--- src/rtl/prog_loader_pkg.sv ---
// prog_loader_pkg: default widths, FSM encoding and the final instruction address
// shared by the program loader and its bench.
package prog_loader_pkg;

  localparam int INSTR_W_DEF = 9;
  localparam int ADDR_W_DEF  = 12;
  localparam int CYC_W_DEF   = 16;
  localparam int LAST_ADDR   = 4095;

  typedef enum logic [2:0] {
    ST_IDLE,
    ST_LOAD,
    ST_ARM,
    ST_RUN,
    ST_FINISH
  } ldr_state_t;

endpackage

--- src/rtl/prog_loader_sat_counter.sv ---
// sat_counter: up-counter with synchronous clear that sticks at all-ones instead of
// wrapping; counts the core's run cycles.
module sat_counter #(
  parameter int W = 16
) (
  input  logic         clk,
  input  logic         reset,
  input  logic         clr,
  input  logic         en,
  output logic [W-1:0] count
);

  logic [W-1:0] count_q, count_d;

  // NOTE: count_d takes a default before any branch, so no path leaves it unassigned (no latch).
  always_comb begin
    count_d = count_q;
    if (clr) begin
      count_d = '0;
    end else if (en && (count_q != '1)) begin
      count_d = count_q + W'(1);
    end
  end

  // NOTE: registers use non-blocking assignment so every flop samples pre-edge values.
  always_ff @(posedge clk or posedge reset) begin
    if (reset) count_q <= '0;
    else       count_q <= count_d;
  end

  assign count = count_q;

endmodule

--- src/rtl/prog_loader.sv ---
// prog_loader: streams instruction words into the core's instruction memory, then runs
// the core until done. Optional run timeout is built when PROG_LOADER_TIMEOUT_EN is defined.
module prog_loader
  import prog_loader_pkg::*;
#(
  parameter int          INSTR_W    = INSTR_W_DEF,
  parameter int          ADDR_W     = ADDR_W_DEF,
  parameter int          CYC_W      = CYC_W_DEF,
  parameter int unsigned MAX_CYCLES = 32'h0000_FFFF
) (
  input  logic               clk,
  input  logic               reset,
  input  logic               load_req,
  input  logic               in_valid,
  output logic               in_ready,
  input  logic [INSTR_W-1:0] in_data,
  input  logic               in_last,
  output logic               im_wen,
  output logic [ADDR_W-1:0]  im_waddr,
  output logic [INSTR_W-1:0] im_wdata,
  output logic               cpu_start,
  input  logic               cpu_done,
  output logic               busy,
  output logic [ADDR_W:0]    prog_len,
  output logic [CYC_W-1:0]   run_cycles,
  output logic               run_ok,
  output logic               timeout
);

  localparam logic [CYC_W-1:0] TIMEOUT_AT = CYC_W'(MAX_CYCLES - 1);

  ldr_state_t state_q, state_d;

  logic               in_ready_q, cpu_start_q, im_wen_q, run_ok_q;
  logic [ADDR_W-1:0]  im_waddr_q;
  logic [INSTR_W-1:0] im_wdata_q;
  logic [ADDR_W:0]    prog_len_q;
  logic [CYC_W-1:0]   run_cnt;
  logic               in_run, load_start, hs, at_last, done_hit, to_hit;

  assign in_run     = (state_q == ST_RUN);
  assign load_start = load_req && ((state_q == ST_IDLE) || (state_q == ST_FINISH));
  assign hs         = in_valid && in_ready_q && (state_q == ST_LOAD);
  // The word count doubles as the next write address.
  assign at_last    = (prog_len_q == (ADDR_W+1)'(LAST_ADDR));
  // The counter is still 0 in the first RUN cycle, which masks a done left over from the last run.
  assign done_hit   = in_run && cpu_done && (run_cnt != '0);

  always_comb begin
    state_d = state_q;
    unique case (state_q)
      ST_IDLE, ST_FINISH: if (load_req) state_d = ST_LOAD;
      ST_LOAD:            if (hs && (in_last || at_last)) state_d = ST_ARM;
      ST_ARM:             state_d = ST_RUN;
      ST_RUN:             if (done_hit || to_hit) state_d = ST_FINISH;
      default:            state_d = ST_IDLE;
    endcase
  end

  always_ff @(posedge clk or posedge reset) begin
    if (reset) begin
      state_q     <= ST_IDLE;
      in_ready_q  <= 1'b0;
      cpu_start_q <= 1'b1;
      im_wen_q    <= 1'b0;
      im_waddr_q  <= '0;
      im_wdata_q  <= '0;
      prog_len_q  <= '0;
      run_ok_q    <= 1'b0;
    end else begin
      state_q     <= state_d;
      in_ready_q  <= (state_d == ST_LOAD);
      cpu_start_q <= (state_d != ST_RUN);
      im_wen_q    <= hs;
      if (hs) begin
        im_waddr_q <= prog_len_q[ADDR_W-1:0];
        im_wdata_q <= in_data;
      end
      if (load_start)  prog_len_q <= '0;
      else if (hs)     prog_len_q <= prog_len_q + 1'b1;
      if (load_start)    run_ok_q <= 1'b0;
      else if (done_hit) run_ok_q <= 1'b1;
    end
  end

  sat_counter #(
    .W (CYC_W)
  ) u_run_cnt (
    .clk   (clk),
    .reset (reset),
    .clr   (load_start),
    .en    (in_run),
    .count (run_cnt)
  );

`ifdef PROG_LOADER_TIMEOUT_EN
  logic timeout_q;

  // Fires on the edge that brings the counter to MAX_CYCLES; a same-cycle done takes priority.
  assign to_hit = in_run && (run_cnt == TIMEOUT_AT) && !done_hit;

  always_ff @(posedge clk or posedge reset) begin
    if (reset)           timeout_q <= 1'b0;
    else if (load_start) timeout_q <= 1'b0;
    else if (to_hit)     timeout_q <= 1'b1;
  end

  assign timeout = timeout_q;
`else
  logic unused_timeout_at;

  assign to_hit            = 1'b0;
  assign timeout           = 1'b0;
  assign unused_timeout_at = ^TIMEOUT_AT;
`endif

  assign busy       = (state_q == ST_LOAD) || (state_q == ST_ARM) || (state_q == ST_RUN);
  assign in_ready   = in_ready_q;
  assign cpu_start  = cpu_start_q;
  assign im_wen     = im_wen_q;
  assign im_waddr   = im_waddr_q;
  assign im_wdata   = im_wdata_q;
  assign prog_len   = prog_len_q;
  assign run_cycles = run_cnt;
  assign run_ok     = run_ok_q;

endmodule

--- config.mk ---
export PLATFORM = sky130hd
export DESIGN_NAME = prog_loader
export DESIGN_NICKNAME = d
export VERILOG_FILES = /design/src/rtl/prog_loader_pkg.sv /design/src/rtl/prog_loader_sat_counter.sv /design/src/rtl/prog_loader.sv
export SDC_FILE = /design/constraint.sdc
export NUM_CORES = 1
export LEC_CHECK = 0
export CAP_MARGIN = 15
export CORE_MARGIN = 2
export CORE_UTILIZATION = 48
export CTS_CLUSTER_SIZE = 30
export DETAILED_ROUTE_END_ITERATION = 12
export PLACE_DENSITY = 0.76
export SKIP_CTS_REPAIR_TIMING = 1
export SYNTH_ARGS = -nofsm -noshare
export SYNTH_HDL_FRONTEND = slang
export SYNTH_SLANG_ARGS = --single-unit
--- constraint.sdc ---
create_clock -name clk -period 2.7 [get_ports clk]
set_input_delay 0.27 -clock clk [delete_from_list [all_inputs] [get_ports clk]]
set_output_delay 0.27 -clock clk [all_outputs]
set_load 0.02 [all_outputs]
# ---- Yosys cells after proc, flatten, opt, wreduce, memory -nomap -nowiden
# Index checks and enable logic that the tools add are counted.
dict set report word_totals {
  register_bits 57
  wordCells 46
  mem_count 0
  inputBits 15
  ram_bits 0
  out_inout_bits 56
  rom_bits 0
  latchBits 0
}
dict set report classes {
  shifts 0
  n_mul 0
  bitwise 0
  n_lt_le_gt_ge 0
  eq_ne 8
  add_sub_neg 2
  n_reduce_logical 17
  div 0
  mux 10
}
# cell n
set ops {}
lappend ops {{$mux 16} 2}
lappend ops {{$mux 13} 2}
lappend ops {{$add 16x1->16 const B} 1}
lappend ops {{$ne 16x16->1 const B} 1}
lappend ops {{$reduce_bool 16->1} 1}
lappend ops {{$add 13x1->13 const B} 1}
lappend ops {{$eq 13x12->1 const B} 1}
lappend ops {{$pmux 3 s4} 1}
lappend ops {{$mux 3} 3}
lappend ops {{$logic_and 1x1->1} 7}
lappend ops {{$eq 3x1->1 const B} 2}
lappend ops {{$eq 3x2->1 const B} 2}
lappend ops {{$reduce_bool 2->1} 3}
lappend ops {{$logic_or 1x1->1} 4}
lappend ops {{$eq 3x3->1 const B} 1}
lappend ops {{$logic_not 3->1} 1}
lappend ops {{$ne 3x2->1 const B} 1}
lappend ops {{$mux 1} 2}
lappend ops {{$reduce_or 2->1} 1}

# ---- Logic depth before layout (Yosys ltp)
dict set report logic_depth {
  depth_word 6
  depth_mapped 6
  mapped_depth_nobuf 6
}

# ---- By module
# From an unflattened synthesis, not the netlist that was laid out.
dict set report unflattened {
  hier_cells 250
  area_unflattened_um2 2762.6
}
# mod instances cells_per_inst seq_area_each_um2 area_each_um2
set modules_own_cells {}
lappend modules_own_cells {prog_loader 1 149 1027.2 1830.5}
lappend modules_own_cells {sat_counter 1 101 400.4 932.1}

# ---- Least setup slack after synthesis
# Ideal clock, no wire load.
dict set report synth_timing {
  kind {register to register}
  startpoint {register u_run_cnt.count_q[0] (netlist: u_run_cnt.count[0])}
  endpoint {register u_run_cnt.count_q[4] (netlist: u_run_cnt.count[4])}
  period_less_slack_ns 2.072
  arrival_ns 1.994
  required_time_ns 2.622
  path_stages_with_launch 6
  slack_ns 0.628
  setup_ns 0.078
  path_cell_list {dfrtp_1 > ha_1 > nand3_1 > o41ai_1 > o21ai_0 > a21oi_1}
}
dict set report synth_between {
  elab_chain_len 3
}
# item line
set synth_lines {}
lappend synth_lines {{from (decl)} prog_loader_sat_counter.sv:13} ;# logic [W-1:0] count_q, count_d;
lappend synth_lines {{from (signal assigned)} prog_loader_sat_counter.sv:28} ;# else count_q <= count_d;
lappend synth_lines {{$add 16x1->16 or $ne 16x16->1 (tied branches)} {prog_loader_sat_counter.sv:21, prog_loader_sat_counter.sv:20}}
lappend synth_lines {{$mux 16 or $logic_and 1x1->1 (tied branches)} prog_loader_sat_counter.sv:20} ;# end else if (en && (count_q != '1)) begin
lappend synth_lines {{$mux 16 or $reduce_bool 2->1 (tied branches)} n/a}
# Parallel ways exist; a longest one is shown, timed or not. The select of a mux whose other input is x is not followed.
# A chain may end at the register's enable or synchronous reset.

# ---- Worst setup path after layout
dict set report layout_timing {
  startpoint {register state_q[1]}
  endpoint {register prog_len_q[11] (netlist: prog_len[11])}
}
dict set report layout_between {
  elab_chain_len 4
}
# item line
set layout_lines {}
lappend layout_lines {{from (decl)} prog_loader.sv:32} ;# ldr_state_t state_q, state_d;
lappend layout_lines {{from (signal assigned)} prog_loader.sv:71} ;# state_q <= state_d;
lappend layout_lines {{$eq 3x3->1 or $logic_not 3->1 (tied branches)} prog_loader.sv:42} ;# assign load_start = load_req && ((state_q == ST_IDLE) || (state_q == ST_FINISH));
lappend layout_lines {{$logic_or 1x1->1} prog_loader.sv:42}
lappend layout_lines {{$logic_and 1x1->1} prog_loader.sv:42}
lappend layout_lines {{$mux 13 or $reduce_bool 2->1 (tied branches)} n/a}
lappend layout_lines {{to (signal assigned)} prog_loader.sv:80} ;# else if (hs) prog_len_q <= prog_len_q + 1'b1;
lappend layout_lines {{to (decl)} prog_loader.sv:37} ;# logic [ADDR_W:0] prog_len_q;
# Parallel ways exist; a longest one is shown, timed or not.

==> key figures <==
Global routing
  – GR Overflow Total: 0
  – Global-route wire length before repair: 9930 um
  – Vias in the first global route: 2068
  – Antenna violations before repair: 0
  – Largest net degree at the start of global routing: 58
  – Total track usage: 20.8%

CTS
  – Clk pin slew, worst setup/hold paths: 60 ps
  – Worst-Skew Late Latency: 330 ps
  – Number of H-tree levels: 3
  – CTS tree: done
  – Root Buffer: clkbuf_8
  – Clock buffer count from CTS: 9
  – # clock sinks: 57
  – Clock Path Buffers: 2

Worst setup path
  – Crit-path max FO: 7
  – WP data required: 2950 ps
  – Worst reg2reg setup slack: 590 ps
  – Critical setup path kind: reg -> reg
  – R2R Path Start: state_q[1]$_DFF_PP0_
  – Critical path data arrival time: 2350 ps
  – Worst r2r dst: prog_len[11]$_DFFE_PP0P_
  – FF-to-FF path depth: 4
  – CP Capture Type: flip-flop
  – CP Launch Type: flip-flop

Timing
  – Worst Max-Slew Pin Slew: 800 ps
  – Final hold vios: 0
  – Final setup fails: 0
  – Final Cycle Share: 78.1%
  – Max Transition Viols Final: 0
  – Worst Skew: 6.73 ps
  – F_max: 474 MHz
  – Final min period: 2110 ps
  – RSZ-0062 raised after global routing: no
  – Slew margin rel.: 46.7%
  – Setup tns final: 0 ps

Layout
  – Final std cells w/o fill: 391
  – Number of antenna diodes: 0
  – Area grow syn2layout: 35.6%
  – Fillers: 433
  – # nets final: 335
  – Layout cells sized above 1: 13.4%

Floorplan
  – DIE AREA: 0.00608 mm^2
  – Num ports: 71
  – Core Area: 0.00520 mm^2
  – Die width: 78.0 um
  – Floorplan row count: 26
  – Initial Util: 50.5%
  – Die height: 78.0 um

Route
  – Vias post-DR: 2168
  – Drt first pass iters: 4
  – Vias per Instance: 5.54
  – Wire per inst: 15.3 um
  – Initial detailed-routing violation count: 99
  – Total wire length: 5980 um
  – Final ANT Viol Nets: 0
  – Post-route DRC: 0

Run
  – Max Cap Viol: 0

Power and ir drop
  – P_int: 1.84 mW
  – LEAKAGE: 1.48 nW
  – Maximum VDD drop: 0.000640 V
  – PD cells: 789 mW/mm^2
  – Sw Share: 34.6%
  – Clock Power Share: 23.6%
  – Comb pwr share: 35.5%
  – Net Switching: 971 uW
  – Sequential power share: 40.9%

Placed design
  – PortBufs: 69
  – Routability Congestion: 0.853
  – Placed cell count: 376
  – Detailed placement HPWL: 4150 um

Min path
  – HP Class: in -> async

Logic synthesis
  – FF+latch count, synth: 57
  – Ys async rst share: 100%
  – Post-synth top area share: 53.4%
  – Unique masters post-synth: 39
  – EDFF count, synth: 0
  – Count leader, synth: dfrtp_1
  – Post-synthesis sequential area ratio: 54.4%
  – Synth Net Count: 258
  – Syn Inst Count: 240
  – Largest cells by area after synthesis: dfrtp_1, mux2_2, nand2_1, nand3_1, mux2i_1
  – Mapped Area: 0.00263 mm^2
  – Syn Area/Cell: 10.9 um^2
  – Most common library cells after synthesis: dfrtp_1, mux2_2, nand2_1
  – Predominant post-synthesis flop cell: dfrtp_1
  – Synth warn: 0
  – Leading area contributor after synthesis: dfrtp_1

Run status
  – Status: completed
==> kinds of logic after synthesis <==
family          after synthesis  share of synthesized area [%]
compound gates               33                           8.05
xor+xnor                      8                           2.67
fa+ha+maj                     3                           1.43
buf+inv                      16                           2.57
flops                        57                           54.4
mux                          27                           11.3
other cells                   1                          0.143
simple gates                 95                           19.5
==> worst max-delay path: stages (launching register included) <==
cell and delay (ps):
dfrtp_1 430, or3b_1 510, or3_4 450, or4_1 480, a21oi_1 150
==> sequential cells by signal (all words and copies together) (netlist names) <==
signal and cells:
run_ok 1, im_waddr 12, prog_len 13, u_run_cnt.count 16, state_q 3, im_wen 1, im_wdata 9, in_ready 1
cpu_start 1
==> how the worst max path moves through the flow <==
stage	from	to	slack [ps]	cells after the start
2_1_floorplan	u_run_cnt.count[0]$_DFFE_PP0P_	u_run_cnt.count[4]$_DFFE_PP0P_	630	5
3_3_place_gp	state_q[1]$_DFF_PP0_	prog_len[11]$_DFFE_PP0P_	670	4
3_5_place_dp	state_q[1]$_DFF_PP0_	prog_len[11]$_DFFE_PP0P_	630	4
4_1_cts	state_q[1]$_DFF_PP0_	prog_len[11]$_DFFE_PP0P_	590	4
5_1_grt	state_q[1]$_DFF_PP0_	prog_len[11]$_DFFE_PP0P_	490	4
6_report	state_q[1]$_DFF_PP0_	prog_len[11]$_DFFE_PP0P_	590	4
==> routing by layer <==
metal  vias up  routed length (um)  global-route usage, %
li1       1032                   -                      -
met1      1040                2600                   27.8
met2        84                2800                   31.6
met3        12                 470                   5.47
met4         0                 111                   9.82
met5         -                   0                      0
==> metrics by stage <==
step / total power [mW] / area (um^2) / setup WS (ps) / utilization (%) / hold WS [ps]
2_1_floorplan: 1.72 / 2630 / 628 / - / 364
3_3_place_gp: 2.14 / 3400 / 675 / 65.3 / 489
3_5_place_dp: 2.16 / 3400 / 627 / 65.3 / 495
4_1_cts: 2.84 / 3560 / 587 / 68.4 / 510
5_1_grt: 2.96 / 3560 / 494 / 68.4 / 525
6_report: 2.81 / 3560 / 591 / 68.4 / 468
==> power groups by stage <==
stage | logic [mW] | clock network [mW] | registers (mW)
floorplan | 0.404 | 0 | 1.31
global placement | 0.985 | 0 | 1.15
detailed placement | 0.996 | 0 | 1.16
CTS | 1.01 | 0.681 | 1.15
global route | 1.08 | 0.713 | 1.17
finish | 0.997 | 0.664 | 1.15
==> layout by cell type (no fill, tap or decap), types with 2 or more instances in the layout <==
master           count
a21oi_1              9
and3_1               3
and4_1               3
buf_4                4
clkbuf_8            10
clkdlybuf4s50_1     69
clkinv_2             4
dfrtp_1             56
ha_1                 3
inv_1                8
mux2_2              21
mux2i_1              6
nand2_1             21
nand3_1             14
nand3b_1             2
nand4_1              7
nor2_1              13
nor3_1               7
nor3b_1              4
nor4_1               7
o211ai_1             2
o21ai_0              9
o311ai_0             2
o31ai_1              4
o41ai_1              4
or3_1                5
or4_1                3
xnor2_1              5
xor2_1               3
==> cell type report <==
class / instances / area [um^2] / area share (%)
clock buffers: 11 / 141 / 3.97
clock inverters: 4 / 20.0 / 0.562
inverters: 9 / 33.8 / 0.948
multi-input cells: 167 / 1130 / 31.8
flip-flops and latches: 57 / 1430 / 40.1
well taps: 70 / 87.6 / 2.46
repair buffers: 73 / 721 / 20.2
(Power assumes the default switching activity.)
